$ cat src/rtl/jts16b_bus_pkg.sv
// Shared types and helpers for the 68000 bus-cycle arbiter.
package jts16b_bus_pkg;

  typedef enum logic [1:0] {
    ST_IDLE = 2'd0,
    ST_WAIT = 2'd1,
    ST_ACK  = 2'd2,
    ST_BERR = 2'd3
  } state_t;

  localparam int unsigned TOUT_DEFAULT = 255;

  function automatic logic [15:0] onehot(input logic [3:0] idx, input int unsigned nreg);
    logic [15:0] v;
    v = '0;
    if (32'(idx) < nreg) v[idx] = 1'b1;
    return v;
  endfunction

endpackage

$ cat src/rtl/jts16b_prienc.sv
// Lowest-index-wins priority encoder over NREG request bits.
module jts16b_prienc #(
  parameter int unsigned NREG = 8
) (
  input  logic [NREG-1:0] req,
  output logic [3:0]      idx,
  output logic            hit
);

  // Scan downwards so the lowest set bit is the last one written.
  always_comb begin
    idx = '0;
    hit = 1'b0;
    for (int unsigned i = NREG; i > 0; i--) begin
      if (req[i-1]) begin
        idx = 4'(i - 1);
        hit = 1'b1;
      end
    end
  end

endmodule

$ cat src/rtl/jts16b_bus_arb.sv
// Chip-select, read-data mux, DTACKn and timeout BERRn for the 68000 bus.
module jts16b_bus_arb
  import jts16b_bus_pkg::*;
#(
  parameter int unsigned     NREG     = 8,
  parameter int unsigned     DW       = 16,
  parameter logic [NREG-1:0] FASTMASK = '0,
  parameter int unsigned     TOUT     = TOUT_DEFAULT,
  parameter int unsigned     CW       = 10
) (
  input  logic             clk,
  input  logic             rst,
  input  logic             ASn,
  input  logic             UDSn,
  input  logic             LDSn,
  input  logic             BGACKn,
  input  logic [NREG-1:0]  active,
  input  logic [NREG-1:0]  region_ok,
  input  logic [NREG*DW-1:0] region_din,
  output logic [NREG-1:0]  cs,
  output logic [DW-1:0]    cpu_din,
  output logic             DTACKn,
  output logic             BERRn,
  output logic [3:0]       sel,
  output logic             busy
);

  state_t          state, state_nxt;
  logic [CW-1:0]   cnt, cnt_nxt;
  logic [NREG-1:0] cs_nxt;
  logic [DW-1:0]   din_nxt;
  logic            dtackn_nxt, berrn_nxt;
  logic [3:0]      sel_nxt;
  logic [3:0]      pri_idx;
  logic            pri_hit;
  logic [15:0]     oh;
  logic            bus_n, start, granted, tout_hit;

  jts16b_prienc #(.NREG(NREG)) u_prienc (
    .req (active),
    .idx (pri_idx),
    .hit (pri_hit)
  );

  assign bus_n    = ASn | (UDSn & LDSn);
  assign start    = ~bus_n & BGACKn;
  assign oh       = onehot(pri_idx, NREG);
  // An unmapped cycle holds cs at zero, so it can never be granted.
  assign granted  = |(cs & (region_ok | FASTMASK));
  assign tout_hit = (cnt == CW'(TOUT));
  assign busy     = (state != ST_IDLE);

  always_ff @(posedge clk) begin
    if (rst) begin
      state   <= ST_IDLE;
      cnt     <= '0;
      cs      <= '0;
      cpu_din <= '1;
      DTACKn  <= 1'b1;
      BERRn   <= 1'b1;
      sel     <= '0;
    end else begin
      state   <= state_nxt;
      cnt     <= cnt_nxt;
      cs      <= cs_nxt;
      cpu_din <= din_nxt;
      DTACKn  <= dtackn_nxt;
      BERRn   <= berrn_nxt;
      sel     <= sel_nxt;
    end
  end

  always_comb begin
    state_nxt = state;
    case (state)
      ST_IDLE: if (start) state_nxt = ST_WAIT;
      ST_WAIT: begin
        if (granted)       state_nxt = ST_ACK;
        else if (bus_n)    state_nxt = ST_IDLE;
        else if (tout_hit) state_nxt = ST_BERR;
      end
      ST_ACK:  if (bus_n) state_nxt = ST_IDLE;
      ST_BERR: if (ASn)   state_nxt = ST_IDLE;
      default: state_nxt = ST_IDLE;
    endcase
  end

  always_comb begin
    cs_nxt     = cs;
    din_nxt    = cpu_din;
    dtackn_nxt = DTACKn;
    berrn_nxt  = BERRn;
    sel_nxt    = sel;
    cnt_nxt    = cnt;
    case (state)
      ST_IDLE: begin
        if (start) begin
          cs_nxt  = pri_hit ? oh[NREG-1:0] : '0;
          sel_nxt = pri_idx;
          cnt_nxt = '0;
        end
      end
      ST_WAIT: begin
        if (granted) begin
          din_nxt    = region_din[32'(sel)*DW +: DW];
          dtackn_nxt = 1'b0;
        end else if (bus_n) begin
          cs_nxt = '0;
        end else if (tout_hit) begin
          berrn_nxt = 1'b0;
          cs_nxt    = '0;
        end else begin
          cnt_nxt = cnt + 1'b1;
        end
      end
      ST_ACK: begin
        if (bus_n) begin
          cs_nxt     = '0;
          dtackn_nxt = 1'b1;
        end
      end
      ST_BERR: if (ASn) berrn_nxt = 1'b1;
      default: ;
    endcase
  end

endmodule

$ cat config.mk
export PLATFORM = sky130hd
export DESIGN_NAME = jts16b_bus_arb
export DESIGN_NICKNAME = d
export VERILOG_FILES = /design/src/rtl/jts16b_bus_pkg.sv /design/src/rtl/jts16b_prienc.sv /design/src/rtl/jts16b_bus_arb.sv
export SDC_FILE = /design/constraint.sdc
export NUM_CORES = 1
export LEC_CHECK = 0
export BUFFER_PORTS_ARGS = -buffer_cell sky130_fd_sc_hd__buf_2
export CAP_MARGIN = 15
export CORE_UTILIZATION = 40
export DETAILED_ROUTE_END_ITERATION = 7
export PLACE_DENSITY_LB_ADDON = 0.25
export SKIP_CTS_REPAIR_TIMING = 1
export SLEW_MARGIN = 30
export SYNTH_ARGS = -nofsm -noshare
export SYNTH_HDL_FRONTEND = slang
export SYNTH_SLANG_ARGS = --single-unit
$ cat constraint.sdc
create_clock -name clk -period 2.4 [get_ports clk]
set_clock_uncertainty 0.05 [all_clocks]
set_input_delay 0 -clock clk [delete_from_list [all_inputs] [get_ports clk]]
set_output_delay 0 -clock clk [all_outputs]
set_load 0.01 [all_outputs]
Word level (Yosys, flattened, before mapping). Index checks and enable logic that the tools add are counted.

Register bits: 42. Bits of input ports: 150. Logic and storage cells: 92. Output and inout bits: 31.

Reductions and logical operators: 15. Muxes and demuxes: 46. $add $sub $neg: 1. Equal/unequal tests: 14. Bitwise operators: 5. Shift operators: 1. $lt $le $gt $ge: 3.

Operators by type and width (count): variable part select 128 x 9 -> 16 bit (1); two-way mux 8 bit (7); two-way mux 10 bit (4); two-way mux 3 bit (8); one-hot mux 8 bit (3 select lines) (1); one-hot mux 10 bit (2 select lines) (1); inequality test 2 bit, second input constant (8); two-way mux 1 bit (15); AND reduction 5 bit (3); two-way mux 2 bit (6); adder 10 x 1 -> 10 bit, second input constant (1); == test 10 x 8 -> 1 bit, second input constant (1); bitwise AND 8 bit (1); one-hot mux 2 bit (4 select lines) (1); nonzero test 2 bit (4); OR reduction 8 bit (1); < comparator 4 x 5 -> 1 bit, second input constant (1); demux 1 bit (select 4 bit) (1); == test 2 bit, second input constant (2); >= comparator 4 x 1 -> 1 bit, second input constant (1); < comparator 4 bit, second input constant (1); inequality test 4 bit, second input constant (1); one-hot mux 1 bit (2 select lines) (2); AND reduction 2 bit (2); other kinds (10) (11).

Logic depth before layout (Yosys ltp).
Depth after elaboration: 16. Gate-level depth with buffers: 9. Gate-level depth less buffers: 7.

By module. From an unflattened synthesis, not the netlist that was laid out.

Cell total of the unflattened synthesis: 301. Area total of the unflattened synthesis: 2952.8 µm².

Modules (own cells, without submodules): jts16b_bus_arb (seq. area each 840.8 µm², area each 2861.5 µm², cells each 286, instances 1); jts16b_prienc (seq. area each 0.0 µm², area each 91.3 µm², cells each 15, instances 1).

Least setup slack after synthesis. OpenSTA, ideal clock, no wires.

Kind: reg-to-reg. From: register state[1]. To: register cs[3]. Period minus slack after synthesis: 2.007 ns. Path buffers: 2. Data arrival time: 1.861 ns. Required time: 2.254 ns. Path slack: 0.393 ns. Setup time: 0.096 ns. Stages on the path, launching flop included: 10. Cells stage by stage: dfxtp_1 inv_1 ha_1 clkbuf_1 inv_1 a41o_1 nand4b_2 or2_1 buf_6 o41ai_2.

Word-level cells in the longest chain between the ends: 3. Elaborated cells on any way between the ends: 10. Those cells by class: eq/ne (6); mux (1); reduce/logical (3).

Ends and longest elaborated chain: from (decl) (line jts16b_bus_arb.sv:28) `state_t state, state_nxt;`; from (signal assigned) (line jts16b_bus_arb.sv:63) `state <= state_nxt;`; == test 2 x 1 -> 1 bit, or another cell as far along (line jts16b_bus_arb.sv:95) `case (state)`; inequality test 3 bit (no source line), or another cell as far along; AND reduction 5 bit (no source line); to (signal assigned) (line jts16b_bus_arb.sv:65) `cs <= cs_nxt;`; to (decl) (line jts16b_bus_arb.sv:20) `output logic [NREG-1:0] cs,`.

Parallel ways exist; a longest one is shown, timed or not. A chain may end at the register's enable or synchronous reset.

Worst setup path in the final report. Ends and elaborated chain as after synthesis.

==> run metrics <==
status complete, but fails checks; crit path launch type register; initial antenna violation count 4; Detailed Route WL 9.38 mm; Most Used Layer, Global Route met2; CP required 2.55 ns; Mean Syn Cell Area 10.5 µm²; fmax 461 MHz; top cells by count, synth 41 x dfxtp_1, 32 x mux4_2, 29 x nand2_1; violated checks hold timing; DR DRC count 0; Initial Utilization 0.422; CP Capture Type register; layout cells sized above 1 0.540; CP Max Fanout 9; ranking of synthesized cells by area dfxtp_1 28%, mux4_2 25%, mux2i_1 5.8%, o211ai_1 5.6%, nand2_1 3.7%; met3 GRT Util 0.0547; Yosys warnings 0; Critical Path Source state[1]$_SDFFE_PP0P_; row count 30; clock root cell clkbuf_8; Die Width 87.6 µm; Final Max Tran Viols 0; most common cell in the synthesized netlist dfxtp_1; endpoints failing hold 1; TNS Setup 0 ns; Top Ports 181; max_cap viols 0; CP max stage cell or2_1; Min Hold Slack -0.00255 ns; hold depth 4; CP delay by family, top simple AND/OR/NAND/NOR gates; pwr dens 407 nW/µm²; GRT overflow 0; vias in the first global route 3,119; Setup CP Type register to register; RR Startpoint state[1]$_SDFFE_PP0P_; setup slack of the most critical reg-to-reg path 0.23 ns; NumNets Final 609; Num CTS Buffers 5; first-pass GRT wire length 14.6 mm; Sink Count 41; CP arrival 2.32 ns; area leader, netlist dfxtp_1; DR WL/cell 16.9 µm; worst skew pair latency 0.29 ns; Post-Place Cell Area 3920 µm²; min-delay src active[1]; final setup fails 0; CTS clk-pin slew, worst paths 0.08 ns; CTS H-Tree Depth 2; met1 Use GR 0.326; post-route antenna net violation count 0; worst-margin pin slew 0.563 ns; largest net degree at the start of global routing 35; FFs w/ async S/R, synth 0; max incr delay on CP 0.41 ns; Yosys cell types 58; Peak VDD IR 0.185 mV; Syn Nets 434; Synth top area share 0.280; area grow syn2layout 37.9%; CTS tree yes; Via density 5.46; R2R depth 7; Primary FF master, synth dfxtp_1; Placer Congestion 0.829; critical path depth 7; Post-Synthesis Cells 278; crit path cell chain inv_1, ha_1, inv_1, a41o_1, nand4b_2, or2_1, o41ai_2; GR Util met2 0.412; Seq cells post-synth 41; Die ar. 7670 µm²; crit path buf inv count 2; Worst slew margin 0.624; # port buffers 179; GRT Total Usage 0.253; DRT iter0 DRCs 127; most frequent cell on the critical path inv_1; Die Span Y 87.6 µm; DPL Wire Length 7.91 mm; vias 3,023; Tmin final 2.17 ns; Post-synth EDFFs 0; Pleak 0.00178 µW; drt pass-1 iters 4; Synth Cell Area 2930 µm²; Hold Path Class primary input to register; final worst-path cycle share 0.904; core area 6940 µm²; RSZ-0062 raised after global routing no; sequential-to-total area share from yosys stat 0.280; post-route cell area 4040 µm²; CTS max path bufs 2
[registers in the layout, indices dropped and copies added (netlist names)]
register,flops
BERRn,1
DTACKn,1
cnt,10
cpu_din,16
cs,8
sel,3
state,2
[power breakdown]
group	internal [µW]	leakage [µW]	switching (µW)	total (µW)
clock	201	0.0000439	240	441
sequential	706	0.000333	24.3	731
combinational	249	0.00140	224	473
total	1160	0.00178	488	1640
[metal layers]
layer / part of all wire / wire, µm
met1: 0.41 / 3820
met2: 0.50 / 4650
met3: 0.068 / 634
met4: 0.030 / 279
met5: 0 / 0
[cells in the final DEF (no fill, tap or decap), drive strengths merged, types with 2 or more instances in the layout]
| cell | synthesis | routed |
|---|---|---|
| nand2b | 4 | 4 |
| clkinv | 0 | 2 |
| o41ai | 2 | 2 |
| nor2 | 15 | 15 |
| and4 | 2 | 2 |
| nand2 | 29 | 29 |
| nand4b | 3 | 3 |
| a31o | 2 | 2 |
| o211ai | 22 | 22 |
| nand3 | 4 | 4 |
| clkbuf | 12 | 5 |
| nand4 | 5 | 5 |
| or2 | 2 | 2 |
| mux2 | 2 | 2 |
| mux4 | 32 | 32 |
| nor3 | 4 | 4 |
| ha | 6 | 6 |
| a22oi | 4 | 4 |
| dlygate4sd3 | 0 | 2 |
| xor2 | 4 | 4 |
| o21ai | 7 | 7 |
| a21oi | 7 | 7 |
| a41o | 2 | 2 |
| and3 | 3 | 3 |
| and2 | 3 | 3 |
| mux2i | 17 | 17 |
| buf | 11 | 189 |
| o31ai | 5 | 5 |
| dfxtp | 41 | 41 |
| inv | 8 | 8 |
| diode | 0 | 4 |
| xnor2 | 2 | 2 |
[through the flow]
stage / hold WS, ns / worst slack, ns / utilization / std cells / power [µW]
floorplan: 0.0913 / 0.393 / - / 278 / 1010
global placement: 0.244 / 0.383 / 0.565 / 540 / 1200
detailed placement: 0.253 / 0.277 / 0.565 / 540 / 1220
CTS: -0.0570 / 0.252 / 0.577 / 548 / 1660
global route: 0.00364 / 0.0679 / 0.581 / 553 / 1760
finish: -0.00255 / 0.230 / 0.581 / 554 / 1640
[cell type report]
cell class,count,area [µm²]
antenna,4,10.0
clock buffer,5,68.8
clock inverter,3,17.5
fill,616,2910
inverter,8,30.0
multi-input combinational,206,1960
sequential,41,822
tap,96,120
timing repair buffer,191,1000
[cells by family (layout without fill, tap and decap cells)]
logic type / count (synthesis) / in the layout / synth area share
other cells: 1 / 5 / 0.00128
simple gates: 81 / 81 / 0.151
buf+inv: 31 / 207 / 0.0487
xor+xnor: 6 / 6 / 0.0179
mux: 51 / 51 / 0.312
fa+ha+maj: 6 / 6 / 0.0256
compound gates: 61 / 61 / 0.163
flops: 41 / 41 / 0.280
[path summary, 6_finish.rpt]
path                         end
max reg2reg   cs[3]$_SDFFE_PP0P_
min          sel[2]$_SDFFE_PP0P_
max           cs[3]$_SDFFE_PP0P_
min reg2reg   BERRn$_SDFFE_PP1P_
[tightest hold or removal path: stages]
cell	delay, ns
buf_2	0.09
nor2_1	0.06
nand4_1	0.08
a21oi_1	0.06
Power figures use the tool's default switching activity.
